<file path="src/rtl/adc_sample_sequencer.sv">
// Periodic ADC sample sequencer: issues SOC, waits for EOC, reads the result over DRP,
// and maintains a 2^AVG_LOG2-sample windowed average with sticky timeout/overrun flags.
module adc_sample_sequencer #(
  parameter int unsigned SOC_PERIOD = 2200,
  parameter int unsigned AVG_LOG2   = 2,
  parameter int unsigned TIMEOUT    = 255
) (
  input  logic        CLK,
  input  logic        RESET,
  input  logic        EN,
  input  logic        CLR_ERR,
  input  logic [4:0]  CHANNEL,
  input  logic        EOC,
  input  logic        DRDY,
  input  logic [15:0] DO,
  output logic        SOC,
  output logic        DEN,
  output logic [6:0]  DADDR,
  output logic [11:0] SAMPLE,
  output logic        SAMPLE_VALID,
  output logic [11:0] AVG,
  output logic        AVG_VALID,
  output logic        BUSY,
  output logic        TO_ERR,
  output logic        OVR_ERR
);

  localparam int unsigned PW    = (SOC_PERIOD > 1) ? $clog2(SOC_PERIOD) : 1;
  localparam int unsigned WW    = (TIMEOUT > 0) ? $clog2(TIMEOUT + 1) : 1;
  localparam int unsigned AW    = 12 + AVG_LOG2;
  localparam int unsigned CW    = AVG_LOG2 + 1;
  localparam int unsigned AVG_N = 1 << AVG_LOG2;

  typedef enum logic [1:0] {
    IDLE,
    CONVERT,
    READ,
    UPDATE
  } state_t;

  state_t        state;
  state_t        state_next;
  logic [PW-1:0] period_cnt;
  logic          tick;
  logic [WW-1:0] wait_cnt;
  logic          wait_at_limit;
  logic          soc_next;
  logic          den_next;
  logic          take_eoc;
  logic          take_drdy;
  logic          timeout;
  logic          window_full;
  logic [AW-1:0] acc;
  logic [CW-1:0] cnt;
  logic [AW-1:0] avg_sum;
  logic [AW-1:0] avg_shift;
  logic          unused_lsb;

  assign unused_lsb    = ^DO[3:0];
  assign tick          = EN && (period_cnt == PW'(SOC_PERIOD - 1));
  assign wait_at_limit = (wait_cnt == WW'(TIMEOUT));
  assign window_full   = (cnt == CW'(AVG_N - 1));
  assign avg_sum       = acc + AW'(DO[15:4]);
  assign avg_shift     = avg_sum >> AVG_LOG2;

  always_ff @(posedge CLK) begin
    if (RESET) begin
      state <= IDLE;
    end else begin
      state <= state_next;
    end
  end

  always_comb begin
    state_next   = state;
    soc_next     = 1'b0;
    den_next     = 1'b0;
    take_eoc     = 1'b0;
    take_drdy    = 1'b0;
    timeout      = 1'b0;
    BUSY         = (state != IDLE);
    SAMPLE_VALID = (state == UPDATE);
    AVG_VALID    = (state == UPDATE) && window_full;
    case (state)
      IDLE: begin
        if (tick) begin
          state_next = CONVERT;
          soc_next   = 1'b1;
        end
      end
      CONVERT: begin
        // The awaited pulse wins over a timeout landing on the same cycle.
        if (EOC) begin
          take_eoc   = 1'b1;
          den_next   = 1'b1;
          state_next = READ;
        end else if (wait_at_limit) begin
          timeout    = 1'b1;
          state_next = IDLE;
        end
      end
      READ: begin
        if (DRDY) begin
          take_drdy  = 1'b1;
          state_next = UPDATE;
        end else if (wait_at_limit) begin
          timeout    = 1'b1;
          state_next = IDLE;
        end
      end
      UPDATE: begin
        state_next = IDLE;
      end
      default: begin
        state_next = IDLE;
      end
    endcase
  end

  always_ff @(posedge CLK) begin
    if (RESET || !EN || tick) begin
      period_cnt <= '0;
    end else begin
      period_cnt <= period_cnt + 1'b1;
    end
  end

  // Restarts from zero on entry to CONVERT (from IDLE) and on entry to READ.
  always_ff @(posedge CLK) begin
    if (RESET || state == IDLE || state == UPDATE || take_eoc) begin
      wait_cnt <= '0;
    end else begin
      wait_cnt <= wait_cnt + 1'b1;
    end
  end

  always_ff @(posedge CLK) begin
    if (RESET) begin
      SOC     <= 1'b0;
      DEN     <= 1'b0;
      DADDR   <= '0;
      SAMPLE  <= '0;
      AVG     <= '0;
      acc     <= '0;
      cnt     <= '0;
      TO_ERR  <= 1'b0;
      OVR_ERR <= 1'b0;
    end else begin
      SOC <= soc_next;
      DEN <= den_next;
      if (take_eoc) begin
        DADDR <= {2'b00, CHANNEL};
      end
      // AVG is registered alongside SAMPLE so both strobes share the UPDATE cycle.
      if (take_drdy) begin
        SAMPLE <= DO[15:4];
        if (window_full) begin
          AVG <= avg_shift[11:0];
        end
      end
      if (state == UPDATE) begin
        if (window_full) begin
          acc <= '0;
          cnt <= '0;
        end else begin
          acc <= acc + AW'(SAMPLE);
          cnt <= cnt + 1'b1;
        end
      end
      TO_ERR  <= timeout | (TO_ERR & ~CLR_ERR);
      OVR_ERR <= (tick && state != IDLE) | (OVR_ERR & ~CLR_ERR);
    end
  end

endmodule

</file>
<file path="config.mk">
export PLATFORM = sky130hd
export DESIGN_NAME = adc_sample_sequencer
export DESIGN_NICKNAME = d
export VERILOG_FILES = /design/src/rtl/adc_sample_sequencer.sv
export SDC_FILE = /design/constraint.sdc
export NUM_CORES = 1
export LEC_CHECK = 0
export CAP_MARGIN = 20
export CORE_MARGIN = 1
export CORE_UTILIZATION = 57
export DETAILED_ROUTE_END_ITERATION = 8
export PLACE_DENSITY = 0.92
export SETUP_SLACK_MARGIN = 0.4
export SLEW_MARGIN = 20
export SYNTH_ARGS = -nofsm -noshare
export SYNTH_HDL_FRONTEND = slang
export SYNTH_SLANG_ARGS = --single-unit
</file>
<file path="constraint.sdc">
create_clock -name CLK -period 4.8 [get_ports CLK]
set_input_delay 0.96 -clock CLK [delete_from_list [all_inputs] [get_ports CLK]]
set_output_delay 0.96 -clock CLK [all_outputs]
set_load 0.01 [all_outputs]
</file>
* Word level (Yosys, flattened, before mapping) *
Index checks and enable logic that the tools add are counted.

storage, ports and cells
  input bits = 27
  output and inout port bits = 38
  bits in registers = 72
  logic and storage cells = 59

operators by class
  bitwise gates (word level) = 6
  muxes and demuxes = 16
  add/sub/neg operators = 5
  reduce and logical (&&, ||, !) cells = 13
  eq/ne operators = 7

operators with widths
  operator                                       count
  adder 14 x 12 -> 14 bit                        2
  two-way mux 14 bit                             1
  adder 12 x 1 -> 12 bit, second input constant  1
  == test 12 bit, second input constant          1
  adder 8 x 1 -> 8 bit, second input constant    1
  == test 8 bit, second input constant           1
  two-way mux 1 bit                              8
  two-way mux 2 bit                              4
  case mux 2 bit (4 select lines)                1
  logical OR 1 bit                               5
  == test 2 bit, second input constant           2
  adder 3 x 1 -> 3 bit, second input constant    1
  == test 3 x 2 -> 1 bit, second input constant  1
  logical AND 1 bit                              3
  two-way mux 3 bit                              1
  bitwise AND 1 bit                              2
  == test 2 x 1 -> 1 bit, second input constant  1
  zero test 2 bit                                1
  != test 2 bit, second input constant           1
  NOT 1 bit                                      2
  bitwise OR 1 bit                               2
  case mux 1 bit (2 select lines)                1
  AND reduction 2 bit                            1
  nonzero test 2 bit                             1
  2 further kinds                                2

* Logic depth before layout (Yosys ltp) *
Gate-level depths: netlist (run 1).

  depth after elaboration = 5
  mapped depth = 8

* Worst setup path after synthesis (run 1) *
Ideal clock, no wire load.

  path kind = input port to flip-flop
  start point = input port DO[5]
  end point = register AVG[10]
  arrival = 2416 ps
  cell stages on the path = 7
  path slack = 2267 ps
  path through = ha_1 a31o_4 o22a_4 a221oi_4 o21bai_2 xor2_1 a22o_1

on the way
  word-level cells in the longest chain between the ends = 1

ends and longest elaborated chain
  element                  line  source
  start: declaration       15    input logic [15:0] DO,
  adder 14 x 12 -> 14 bit  63    assign avg_sum = acc + AW'(DO[15:4]);
  end signal: assignment   158   AVG <= avg_shift[11:0];
  end: declaration         21    output logic [11:0] AVG,

Every way passes these cells.
A chain may end at the register's enable or synchronous reset.

* Worst setup path in the final report (run 1) *
  start point = input port DRDY
  end point = register AVG[9]

on the way
  word-level cells in the longest chain between the ends = 3

ends and longest elaborated chain
  element                               line  source
  start: declaration                    14    input logic DRDY,
  two-way mux 1 bit                     103   if (DRDY) begin
  two-way mux 1 bit                     84    case (state)
  AND reduction 2 bit (no source line)  -

Every way passes these cells.

==> flow_summary.ini, run 1 <==
[cts]
cts_hold_buf = 0
postCtsSetupRepairBufs = 0
worst_skew_pair.late_latency_ns = 0.36
htreeDepth = 3
post_cts_resized = 0
clkSinkCount = 72
cts.clk_slew.worst_paths_ns = 0.08
clock_path_buffers = 2
tritoncts.num_buffers = 9
root_buffer = clkbuf_8
cts_tree = done

[worst_setup_path]
crit_path_start_kind = input pin
required_ns = 5.07
cp.arrival_ns = 3.26
critPathKind = in -> reg
cp-end-kind = register
cp_max_fo = 14

[synthesis]
synth_commonest_cells = 72 x dfxtp_1, 64 x nand2_1, 50 x nor2_1, 49 x a21oi_1, 30 x ha_1
synth_fa_ha_area_frac = 0.105
synth_largest_area_cell = dfxtp_1
ys_warn_count = 0
synth-seq-area-share = 0.382
synth_most_common_cell = dfxtp_1
syn_area_per_cell_um2 = 8.46
ys_seq_elements = 72
netlist_area_um2 = 3770
synth_area_leaders = dfxtp_1 38%, ha_1 10%, a21oi_1 6.5%
syn_inst = 446
synth.top_cell.area_share = 0.382
synth_simple_gate_area_frac = 0.205
async_reset_ff_frac = 0
synth_edf_count = 0
synth_compound_area_frac = 0.198
muxShareOfSynthArea = 0.00299
ys_types = 53
synth_top_flop_cell = dfxtp_1
synth_top_family_by_area = simple AND/OR/NAND/NOR gates
synth_xor_area_frac = 0.0766

[floorplanning]
core_um2 = 6390
die_w_um = 83.4
top_level_ports = 65
start_util = 0.591
dieArea_um2 = 6950
num_rows = 29
die_y_um = 83.4

[timing]
relSlewSlack = 0.371
setup_viol = 0
slew_viol_final = 0
whs_ns = 0.450
timing.fmax_ghz = 0.334
finalCritPeriodShare = 0.623
tns_ns = 0
worst_pin_slew_ns = 0.941
clock_skew_ns = 0.0111
hold_viol_final = 0
min_period_ns = 2.99
rsz0062_at_grt = false

[status]
status = finished clean

[layout]
nets = 562
drive_gt1_frac = 0.0452
register_area_um2 = 1440
final_util = 0.721
fillers = 452
area_delta_synth_final_pct = 22.1
stdcell_count = 586
n_antenna_cell = 0
multiInputGateArea_um2 = 2220

[routing]
avgRoutedWirePerCell_um = 16.0
drc = 0
drtPass1Iterations = 5
drt_iter0_drc = 245
vias = 3535
ant_nets = 0
viasPerCell = 6.03
drt_wl_total_um = 9400

[global_routing]
met3_usage = 0.0577
grt_use_met1 = 0.337
grt_first_pass_wirelength_um = 15200
antenna_found_initial = 0
grt-busiest-layer = met2
grt_overflow = 0
grt_pass1_vias = 3225
grt_max_degree = 40
gr-usage-all-layers = 0.272
met2_usage = 0.458

[worst_hold_path]
hold_path.class = reg -> reg

[job]
cap_violations = 0

[power_and_ir_drop]
ir_drop_mv = 0.166
p_per_area_nw_per_um2 = 250
p_leak_nw = 1.82

[place]
gp_congestion = 0.873
hpwl_um = 6510
numPortBuffers = 58
dp_cells = 570
-- per-stage QoR --
step / setup slack [ns] / cell area (um^2) / power (mW)
floorplan: 2.27 / 3780 / 0.637
global placement: 1.65 / 4410 / 0.663
detailed placement: 1.56 / 4410 / 0.663
CTS: 1.86 / 4610 / 1.15
global route: 1.66 / 4610 / 1.18
finish: 1.81 / 4610 / 1.15
-- registers in the layout, indices dropped and copies added (netlist names) --
name	flops
AVG	12
period_cnt	12
state	2
TO_ERR	1
DEN	1
SOC	1
SAMPLE	12
wait_cnt	8
acc	14
DADDR	5
cnt	3
OVR_ERR	1
-- worst max-delay path, stage by stage --
cell and delay [ns]:
clkdlybuf4s50_1 0.52, and2_0 0.62, nand2b_1 0.44, nor2_1 0.42
nand3_1 0.12, o221ai_1 0.18
-- kinds of logic after synthesis --
group,Yosys count
AO/OA/AOI/OAI,111
XOR/XNOR,33
adder cells (fa/ha/maj),31
buffers and inverters,27
flip-flops,72
multiplexers,1
other,1
AND/OR/NAND/NOR,170
-- worst paths after layout --
check / from / to / slack, ns / cells past startpoint
max: DRDY / AVG[9] / 1.81 / 6
min: wait_cnt[0] / wait_cnt[0] / 0.45 / 1
max reg2reg: state[0] / AVG[9] / 2.22 / 7
min reg2reg: wait_cnt[0] / wait_cnt[0] / 0.45 / 1
-- cells in the final DEF, fill, tap and decap left out, types with 3 or more instances in the layout --
cell type        Yosys  layout
clkbuf_1             8       3
a211oi_1             3       3
nand2b_1             3       3
nand2_1             64      64
o21ai_0              8       8
clkbuf_8             0      11
dfxtp_1             72      72
xnor2_1             17      17
nor2_1              50      50
inv_1               13      13
ha_1                30      30
a21o_1               8       8
a21oi_1             49      49
xor2_1              16      16
o21ai_1              7       7
clkdlybuf4s50_1      0      58
nor3_1               8       8
a31oi_1              3       3
or3_1                3       3
o211ai_1             3       3
and3_1               6       6
nor2b_1              3       3
nand4_1              4       4
nand3_1             14      14
o21a_1               3       3
a22o_1              15      15
-- layer usage --
layer | up-vias | part of all wire
met5 | - | 0
met4 | 0 | 0.032
met3 | 33 | 0.062
met2 | 159 | 0.48
met1 | 1663 | 0.42
li1 | 1680 | -
-- cell type report --
type                    count  area share
well taps                  77      0.0209
clock inverters             2     0.00815
repair buffers             60       0.129
multi-input cells         348       0.483
clock buffers              14      0.0353
inverters                  13      0.0106
flip-flops and latches     72       0.313
-- power by group --
group / internal [mW] / total (mW) / leakage, nW / switching, mW
clock: 0.270 / 0.499 / 0.0969 / 0.230
combinational: 0.0255 / 0.0535 / 1.15 / 0.0280
sequential: 0.598 / 0.598 / 0.580 / 0.000558
total: 0.893 / 1.15 / 1.82 / 0.258
No activity file was read; power rests on OpenSTA's default activity.
==> inputs of run 2 (changes only) <==
- CORE_UTILIZATION: 57 -> 53
- PLACE_DENSITY: 0.92 -> 0.87
- clock period: 4.8 -> 3 ns (I/O delays scaled with it)
==> run 2 against run 1 <==
  * Sequential power rose by 60%
  * Cell count rose by 3.6%
  * Clock skew fell by 0.00076 ns
  * Register-to-register slack got worse by 1.6 ns
  * Wire length fell by 8.1%
  * Worst hold slack got worse by 0.0078 ns
  * Sequential share of layout area fell by 0.58 points
  * Critical path type is now reg -> out
  * Critical endpoint is now AVG_VALID
==> flow_summary.ini, run 2 (synthesized netlist as in run 1, its figures left out) <==
[status]
status = finished clean

[layout]
drive_gt1_frac = 0.0548
regMostFlops = acc
design_area_um2 = 4690
stdcell_count = 607
final_util = 0.687
most-common-layout-cells = 72 x dfxtp_1, 64 x nand2_1, 58 x clkdlybuf4s50_1
n_antenna_cell = 0
final_common_cell = dfxtp_1
fillers = 539
nets = 564
area_delta_synth_final_pct = 24.4
largest_reg_flops = 14

[routing]
drt_wl_total_um = 8640
drt_iter0_drc = 168
avgRoutedWirePerCell_um = 14.2
drc = 0
drtPass1Iterations = 4
vias = 3367
viasPerCell = 5.55
ant_nets = 0

[global_routing]
antenna_found_initial = 0
grt_first_pass_wirelength_um = 14300
grt_max_degree = 36
grt_overflow = 0
gr-usage-all-layers = 0.244
grt_pass1_vias = 3233

[timing]
slew_viol_final = 0
min_period_ns = 2.50
setup_viol = 0
post-route-worst-setup-slack_ns = 0.496
tns_ns = 0
finalCritPeriodShare = 0.835
hold_viol_final = 0
timing.fmax_ghz = 0.399
rsz0062_at_grt = false
clock_skew_ns = 0.0103
worst_pin_slew_ns = 0.974
relSlewSlack = 0.348

[floorplanning]
die_y_um = 86.4
num_rows = 30
core_um2 = 6830
top_level_ports = 65
dieArea_um2 = 7460
die_w_um = 86.4
start_util = 0.552

[worst_setup_path]
cp.arrival_ns = 1.90
crit_family = buffers and inverters
crit_path_start_kind = register
crit_path_top_delay_cell = clkdlybuf4s50_1
crit_buf_inv = 1
cp_max_fo = 7
cp-end-kind = primary output
cp_cell_sequence = ha_2 > nand2_1 > nor2_1 > clkdlybuf4s50_1
critPathMaxStageDelay_ns = 0.58
required_ns = 2.40
critPathKind = reg -> out

[cts]
postCtsSetupRepairBufs = 0
htreeDepth = 3
clkSinkCount = 72
root_buffer = clkbuf_8
worst_skew_pair.late_latency_ns = 0.35
clock_path_buffers = 2
cts_tree = done
tritoncts.num_buffers = 9
cts.clk_slew.worst_paths_ns = 0.08

[job]
cap_violations = 0

[power_and_ir_drop]
p_per_area_nw_per_um2 = 424
p_leak_nw = 1.86
ir_drop_mv = 0.367

[place]
dpl-instance-area_um2 = 4440
hpwl_um = 6350
numPortBuffers = 58
pre_cts_slack_ns = 0.249
dp_cells = 591
gp_congestion = 0.888

[worst_hold_path]
hold_path.class = reg -> reg
==> run 2: cell count changes in the layout (fill, tap and decap cells not counted) <==
cell,previous run,this run
buf_4,2,4
bufinv_16,1,3
clkbuf_1,3,1
clkbuf_8,11,10
clkinv_2,0,1
clkinv_4,0,1
clkinvlp_4,1,0
ha_1,30,29
ha_2,0,1
==> run 2: final cells by class <==
type	instances	area [um^2]	share of cell area
Sequential cell	72	1440	0.307
Clock buffer	11	141	0.0301
Clock inverter	5	104	0.0221
Tap cell	96	120	0.0256
Timing Repair Buffer	62	611	0.130
Inverter	13	48.8	0.0104
Multi-Input combinational cell	348	2230	0.474
==> run 2: metal layers <==
metal | wire length (um) | global-route usage | vias up
met1 | 3850 | 0.294 | 1568
met2 | 4200 | 0.422 | 105
li1 | - | - | 1676
met4 | 156 | 0.103 | 0
met3 | 432 | 0.0505 | 18
met5 | 0 | 0 | -
==> run 2: per-stage QoR <==
step	power, mW	hold slack [ns]
2_1_floorplan	1.02	0.413
3_3_place_gp	1.06	0.424
3_5_place_dp	1.06	0.435
4_1_cts	1.99	0.447
5_1_grt	2.03	0.461
6_report	1.99	0.442
==> run 2: worst register-to-register path: cells and delay by family (launching register included) <==
family	cells	cell delay, ns
xor gates and xnor gates	1	0.17
and+or+nand+nor	2	0.24
adders and majority gates	2	0.69
DFF	1	0.35
AOI/OAI and AO/OA	3	0.78
==> run 2: report_power, final <==
part | internal, mW | switching, mW | leakage [nW]
clock network | 0.576 | 0.374 | 0.124
registers | 0.956 | 0.000870 | 0.580
logic | 0.0408 | 0.0430 | 1.15
total | 1.57 | 0.418 | 1.86
==> run 2: path summary, 6_finish.rpt <==
path	startpoint	to	slack, ns	cells after the start
worst max-delay path	state[1]	AVG_VALID	0.50	4
worst min register to register	wait_cnt[0]	wait_cnt[0]	0.44	1
worst max register to register	SAMPLE[0]	acc[12]	0.65	8
worst min-delay path	wait_cnt[0]	wait_cnt[0]	0.44	1
==> run 2: timing repair <==
action                     4_1_cts  5_1_grt
hold endpoints to repair         0        0
hold buffers                     0        0
resized for setup                0        1
setup endpoints to repair        0        1
